--- config.mk ---
export PLATFORM = sky130hd
export DESIGN_NAME = sif_access_arbiter
export DESIGN_NICKNAME = d
export VERILOG_FILES = /design/src/rtl/sif_pkg.sv /design/src/rtl/sif_rr_arb.sv /design/src/rtl/sif_access_arbiter.sv
export SDC_FILE = /design/constraint.sdc
export NUM_CORES = 1
export LEC_CHECK = 0
export CAP_MARGIN = 10
export CORE_MARGIN = 8
export CORE_UTILIZATION = 39
export DETAILED_ROUTE_END_ITERATION = 6
export PLACE_DENSITY_LB_ADDON = 0.25
export SYNTH_ARGS = -nofsm -noshare
export SYNTH_HDL_FRONTEND = slang
export SYNTH_SLANG_ARGS = --single-unit
--- constraint.sdc ---
create_clock -name clk -period 1.7 [get_ports clk]
set_input_delay 0.425 -clock clk [delete_from_list [all_inputs] [get_ports clk]]
set_output_delay 0.425 -clock clk [all_outputs]
set_load 0.02 [all_outputs]
--- src/rtl/sif_pkg.sv ---
// Shared types for the SIF access arbiter: per-port op codes, FSM states and
// requester identifiers, plus the strobe-to-op decoder.
package sif_pkg;

   typedef enum logic [1:0] {
      OP_IDLE    = 2'b00,
      OP_READ    = 2'b01,
      OP_WRITE   = 2'b10,
      OP_ILLEGAL = 2'b11
   } op_e;

   typedef enum logic [1:0] {
      ST_IDLE   = 2'b00,
      ST_ACCESS = 2'b01,
      ST_RDWAIT = 2'b10,
      ST_ACK    = 2'b11
   } state_e;

   typedef enum logic {
      PORT_XA = 1'b0,
      PORT_WA = 1'b1
   } port_e;

   // Strobe pair {wr_s, rd_s} maps one-to-one onto the op encoding.
   function automatic op_e decode_op(input logic wr_s, input logic rd_s);
      return op_e'({wr_s, rd_s});
   endfunction

endpackage

--- src/rtl/sif_rr_arb.sv ---
// Two-way round-robin selector. Holds the last-granted port and, on a tie,
// picks the other one; a lone requester wins outright.
module sif_rr_arb
   import sif_pkg::*;
(
   input  logic       clk,
   input  logic       rst,
   input  logic [1:0] req,
   input  logic       update,
   input  port_e      last,
   output port_e      grant
);

   port_e r_last;

   // WA counts as last-granted out of reset so XA wins the first tie.
   always_ff @(posedge clk) begin
      if (rst) begin
         r_last <= PORT_WA;
      end else if (update) begin
         r_last <= last;
      end
   end

   always_comb begin
      grant = PORT_XA;
      if (req == 2'b11) begin
         grant = (r_last == PORT_XA) ? PORT_WA : PORT_XA;
      end else if (req == 2'b10) begin
         grant = PORT_WA;
      end
   end

endmodule

--- src/rtl/sif_access_arbiter.sv ---
// Arbitrates two strobe-style requesters (XA, WA) onto one shared memory with
// a one-cycle read latency; every transaction ends in a single-cycle ack.
module sif_access_arbiter
   import sif_pkg::*;
#(
   parameter int DATA_W = 16,
   parameter int ADDR_W = 3
) (
   input  logic              clk,
   input  logic              rst,
   input  logic              xa_wr_s,
   input  logic              xa_rd_s,
   input  logic [ADDR_W-1:0] xa_addr,
   input  logic [DATA_W-1:0] xa_wdata,
   output logic [DATA_W-1:0] xa_rdata,
   output logic              xa_ack,
   output logic              xa_err,
   input  logic              wa_wr_s,
   input  logic              wa_rd_s,
   input  logic [ADDR_W-1:0] wa_addr,
   input  logic [DATA_W-1:0] wa_wdata,
   output logic [DATA_W-1:0] wa_rdata,
   output logic              wa_ack,
   output logic              wa_err,
   output logic              mem_en,
   output logic              mem_we,
   output logic [ADDR_W-1:0] mem_addr,
   output logic [DATA_W-1:0] mem_wdata,
   input  logic [DATA_W-1:0] mem_rdata
);

   logic [1:0]        w_wr_s;
   logic [1:0]        w_rd_s;
   logic [ADDR_W-1:0] w_addr  [2];
   logic [DATA_W-1:0] w_wdata [2];
   op_e               w_op    [2];
   logic [1:0]        w_req;
   port_e             w_grant;
   op_e               w_gnt_op;
   logic              w_start;

   state_e            r_state;
   port_e             r_gnt;
   op_e               r_op;
   logic [1:0]        r_block;
   logic [ADDR_W-1:0] r_addr;
   logic [DATA_W-1:0] r_wdata;
   logic [DATA_W-1:0] r_rdata [2];
   logic              r_mem_en;
   logic              r_mem_we;
   logic [1:0]        r_ack;
   logic [1:0]        r_err;

   assign w_wr_s     = {wa_wr_s, xa_wr_s};
   assign w_rd_s     = {wa_rd_s, xa_rd_s};
   assign w_addr[0]  = xa_addr;
   assign w_addr[1]  = wa_addr;
   assign w_wdata[0] = xa_wdata;
   assign w_wdata[1] = wa_wdata;

   // r_block masks the port acked in the previous cycle, so a strobe still
   // held across the ack edge cannot start a duplicate transaction.
   for (genvar gi = 0; gi < 2; gi++) begin : g_port
      assign w_op[gi]  = decode_op(w_wr_s[gi], w_rd_s[gi]);
      assign w_req[gi] = (w_op[gi] != OP_IDLE) && !r_block[gi];
   end

   assign w_gnt_op = w_op[w_grant];
   assign w_start  = (r_state == ST_IDLE) && (w_req != 2'b00);

   sif_rr_arb u_rr_arb (
      .clk    (clk),
      .rst    (rst),
      .req    (w_req),
      .update (w_start),
      .last   (w_grant),
      .grant  (w_grant)
   );

   always_ff @(posedge clk) begin
      if (rst) begin
         r_state    <= ST_IDLE;
         r_gnt      <= PORT_XA;
         r_op       <= OP_IDLE;
         r_block    <= 2'b00;
         r_addr     <= '0;
         r_wdata    <= '0;
         r_rdata[0] <= '0;
         r_rdata[1] <= '0;
         r_mem_en   <= 1'b0;
         r_mem_we   <= 1'b0;
         r_ack      <= 2'b00;
         r_err      <= 2'b00;
      end else begin
         r_block <= 2'b00;
         case (r_state)
            ST_IDLE: begin
               if (w_start) begin
                  r_gnt   <= w_grant;
                  r_op    <= w_gnt_op;
                  r_addr  <= w_addr[w_grant];
                  r_wdata <= w_wdata[w_grant];
                  if (w_gnt_op == OP_ILLEGAL) begin
                     r_state        <= ST_ACK;
                     r_ack[w_grant] <= 1'b1;
                     r_err[w_grant] <= 1'b1;
                  end else begin
                     r_state  <= ST_ACCESS;
                     r_mem_en <= 1'b1;
                     r_mem_we <= (w_gnt_op == OP_WRITE);
                  end
               end
            end
            ST_ACCESS: begin
               r_mem_en <= 1'b0;
               r_mem_we <= 1'b0;
               if (r_op == OP_WRITE) begin
                  r_state      <= ST_ACK;
                  r_ack[r_gnt] <= 1'b1;
               end else begin
                  r_state <= ST_RDWAIT;
               end
            end
            ST_RDWAIT: begin
               r_rdata[r_gnt] <= mem_rdata;
               r_ack[r_gnt]   <= 1'b1;
               r_state        <= ST_ACK;
            end
            ST_ACK: begin
               r_ack          <= 2'b00;
               r_err          <= 2'b00;
               r_block[r_gnt] <= 1'b1;
               r_state        <= ST_IDLE;
            end
            default: r_state <= ST_IDLE;
         endcase
      end
   end

   assign mem_en    = r_mem_en;
   assign mem_we    = r_mem_we;
   assign mem_addr  = r_addr;
   assign mem_wdata = r_wdata;
   assign xa_rdata  = r_rdata[0];
   assign wa_rdata  = r_rdata[1];
   assign xa_ack    = r_ack[0];
   assign wa_ack    = r_ack[1];
   assign xa_err    = r_err[0];
   assign wa_err    = r_err[1];

endmodule

==> results of run 1 <==
## routing by layer
metal	wire (um)	vias to the layer above	global-route usage	share of wire
li1	-	1146	-	-
met1	3130	1077	0.166	0.41
met2	3760	82	0.245	0.50
met3	654	2	0.0486	0.087
met4	16	0	0.0334	0.0021
met5	0	-	0	0
## worst reg2reg max path, stage by stage (launching register included)
cell and delay (ns):
dfxtp_1 0.39, inv_1 0.10, ha_2 0.37, mux2_1 0.32
a31oi_1 0.16, a211oi_1 0.06
## cells in the final DEF, fill, tap and decap left out, types with 2 or more instances in the layout
cell / instances
dlymetal6s2s_1: 13
buf_12: 5
nor3_1: 2
a21oi_1: 4
clkbuf_8: 9
dfxtp_1: 33
o21ai_1: 2
a211oi_2: 18
clkinv_4: 2
and2_1: 34
inv_6: 2
nor2_1: 30
a211o_1: 2
and3b_1: 2
a211oi_1: 8
inv_1: 5
nand3b_1: 2
dlygate4sd2_1: 48
a31oi_1: 4
mux2i_1: 20
or2_2: 2
mux2i_2: 3
edfxtp_1: 32
bufinv_16: 2
buf_4: 16
clkdlybuf4s50_1: 54
xnor2_1: 2
ha_1: 3
## per-stage QoR
stage	area (sq um)	setup TNS, ns	power, uW	utilization
floorplan	2950	0	4190	-
global placement	4360	-8.06	5460	0.597
detailed placement	4360	-8.55	5520	0.597
CTS	4520	0	6770	0.620
global route	4600	0	7180	0.631
finish	4600	0	6750	0.631
## what timing repair did
action                                  CTS  global route
pin swaps                                 0             3
buffers inserted                          0             0
gates resized for setup                  48            18
endpoints found under the setup margin   48            26
hold endpoints to repair                  0             0
cloned                                    0             1
## logic make-up after synthesis
kind of cell	Yosys count	share of synthesized area
mux	24	0.0819
xor+xnor	2	0.00594
compound gates	49	0.160
fa+ha+maj	4	0.0170
simple gates	79	0.145
buf+inv	19	0.0399
flops	65	0.550
## final cells by class
cell class	count	area (sq um)	share of cell area
clock buffer	9	124	0.0269
clock inverter	7	100	0.0218
inverter	5	18.8	0.00408
multi-input combinational	158	1240	0.269
sequential	65	1620	0.353
tap	99	124	0.0269
timing repair buffer	138	1370	0.299
## how the worst min path moves through the flow
stage	start	to	cells past startpoint
after global placement	mem_we	mem_we	2
final	rst	mem_wdata[15]	3
after CTS	rst	mem_addr[0]	3
after global routing	rst	mem_wdata[13]	3
after floorplan	r_gnt	r_block[0]	1
after detailed placement	mem_we	mem_we	2
## state kept, by name, summed over array words and instances, names as in the netlist
signal,flops
mem_addr,3
mem_en,1
mem_wdata,16
mem_we,1
r_ack,2
r_block,2
r_err,2
r_gnt,1
r_op,2
r_rdata,32
r_state,2
u_rr_arb.r_last,1
## power by group
group	switching, uW	internal [uW]
registers	216	2070
logic	1600	1390
clock network	625	838
total	2440	4310
==> qor.yml, run 1 <==
number_of_pins_with_negative_max_slew_slack_in_the_final_report: 0
global_route.overflow_total: 0
dp_hpwl_um: 5740
cpPeakStageDelay_ns: 0.39
maxCapViolCount: 0
routed_wl_um: 7560
fp.dieW_um: 103
fin_worst_skew_ns: 0.00945
nNetsFinal: 441
top_cell_family_by_delay_on_the_critical_path: "flip-flops"
tritoncts_num_sinks: 65
critPathLaunchType: "flip-flop"
worstMarginPinSlew_ns: 0.390
synth_top_area_share: 0.326
arrival_ns: 1.73
yosys_warnings: 0
detail_route.iter0.violations: 52
synthCells: 242
maximum_clock_path_buffer_count: 2
synth_top_flop_cell: "dfxtp_1"
gpl.final_weighted_congestion: 0.788
via_count: 2307
synth.area.top_cells: "edfxtp_1 (33%), dfxtp_1 (22%), mux2i_1 (7.8%)"
worst_setup_hold_path_clk_slew_ns: 0.08
postSynthRegisterBits: 65
layout.filler_cells: 629
p_leak_uw: 0.00208
worst-path-buf-inv: 1
fmaxAchievable_mhz: 652
tritoncts: "yes"
fp.dieArea_sq_um: 10600
synth.most_common_cell: "and2_1"
num_io_pins: 117
first_global_vias: 2485
vdd_drop_max_mv: 0.925
timing.critical_path.slowest_stage_cell: "dfxtp_1"
antenna_found_initial: 0
worstSetupEndpoint: "r_ack[1]"
cells_on_worst_reg2reg_path: 5
final-hold-violation-count: 0
remaining_drc_errors: 0
run_status: "finished clean"
cp_data_required_time_ns: 1.90
cp_max_fo: 4
finalNonFillerCells: 481
numPortBuffers: 116
critical_path.cell_chain: "inv_1 -> ha_2 -> mux2_1 -> a31oi_1 -> a211oi_1"
worst_skew_pair.late_latency_ns: 0.33
seq_total_area_yosys: 0.550
fp.coreArea_sq_um: 7290
first_pass_detailed_route_iteration_total: 4
cellPowerDensity_nw_per_um2: 1470
routed_wire_length_per_instance_um: 15.7
crit_type: "flip-flop to flip-flop"
synth_async_sr_flop_share: 0
grt_setup_unrepaired: "false"
yosysTopAreaCell: "edfxtp_1"
grt.total_usage: 0.142
number_of_distinct_standard_cells_referenced_by_the_synthesized_netlist: 40
start_util: 0.404
report.final.setup_viol: 0
post_synth_instance_area_sq_um: 2950
min_period_over_period: 0.902
dp_cells: 464
timing.critical_path.depth: 5
antennaDiodeCount: 0
antenna_violating_nets_post_route: 0
startpoint: "r_state[1]"
synthesized_nets: 306
tritoncts.num_buffers: 9
capturing_element_type_of_the_critical_path: "flip-flop"
maximum_number_of_pins_on_one_net_before_global_route_repair: 30
area.growth.synth_to_final_pct: 56.0
layout-drive-gt1-share: 0.183
final.hold.worst_slack_ns: 0.451
min-delay-path-class: "input port to flip-flop"
grt_pass1_wl_um: 11900
vias_per_cell: 4.80
setup_ws_ns: 0.167
synthTopCellsByCount: "and2_1 (34), dfxtp_1 (33), edfxtp_1 (32)"
place_ws_ns: -0.340
fp-row-count: 31
die_height_um: 103
synth-edff-count: 32
worstReg2RegEnd: "r_ack[1]"
syn-mean-instance-area_sq_um: 12.2
clock_tree_root_driver_cell: "clkbuf_8"
timing.max_slew.rel_slack: 0.740
worstReg2RegStart: "r_state[1]"
finalCriticalPeriod_ns: 1.53
postCtsHoldBufs: 0
cts_h_tree_depth: 3
worst-r2r-setup-slack_ns: 0.17
Note: power is estimated with default switching activity, not from simulation.
==> run 2, diff against run 1 <==
--- a/config.mk
+++ b/config.mk
@@ -8,6 +8,7 @@
 export CAP_MARGIN = 10
 export CORE_MARGIN = 8
 export CORE_UTILIZATION = 39
+export CTS_CLUSTER_SIZE = 14
 export DETAILED_ROUTE_END_ITERATION = 6
 export PLACE_DENSITY_LB_ADDON = 0.25
 export SYNTH_ARGS = -nofsm -noshare
==> results of run 2 <==
Final layout, timing and power as in run 1 (identical DEF).
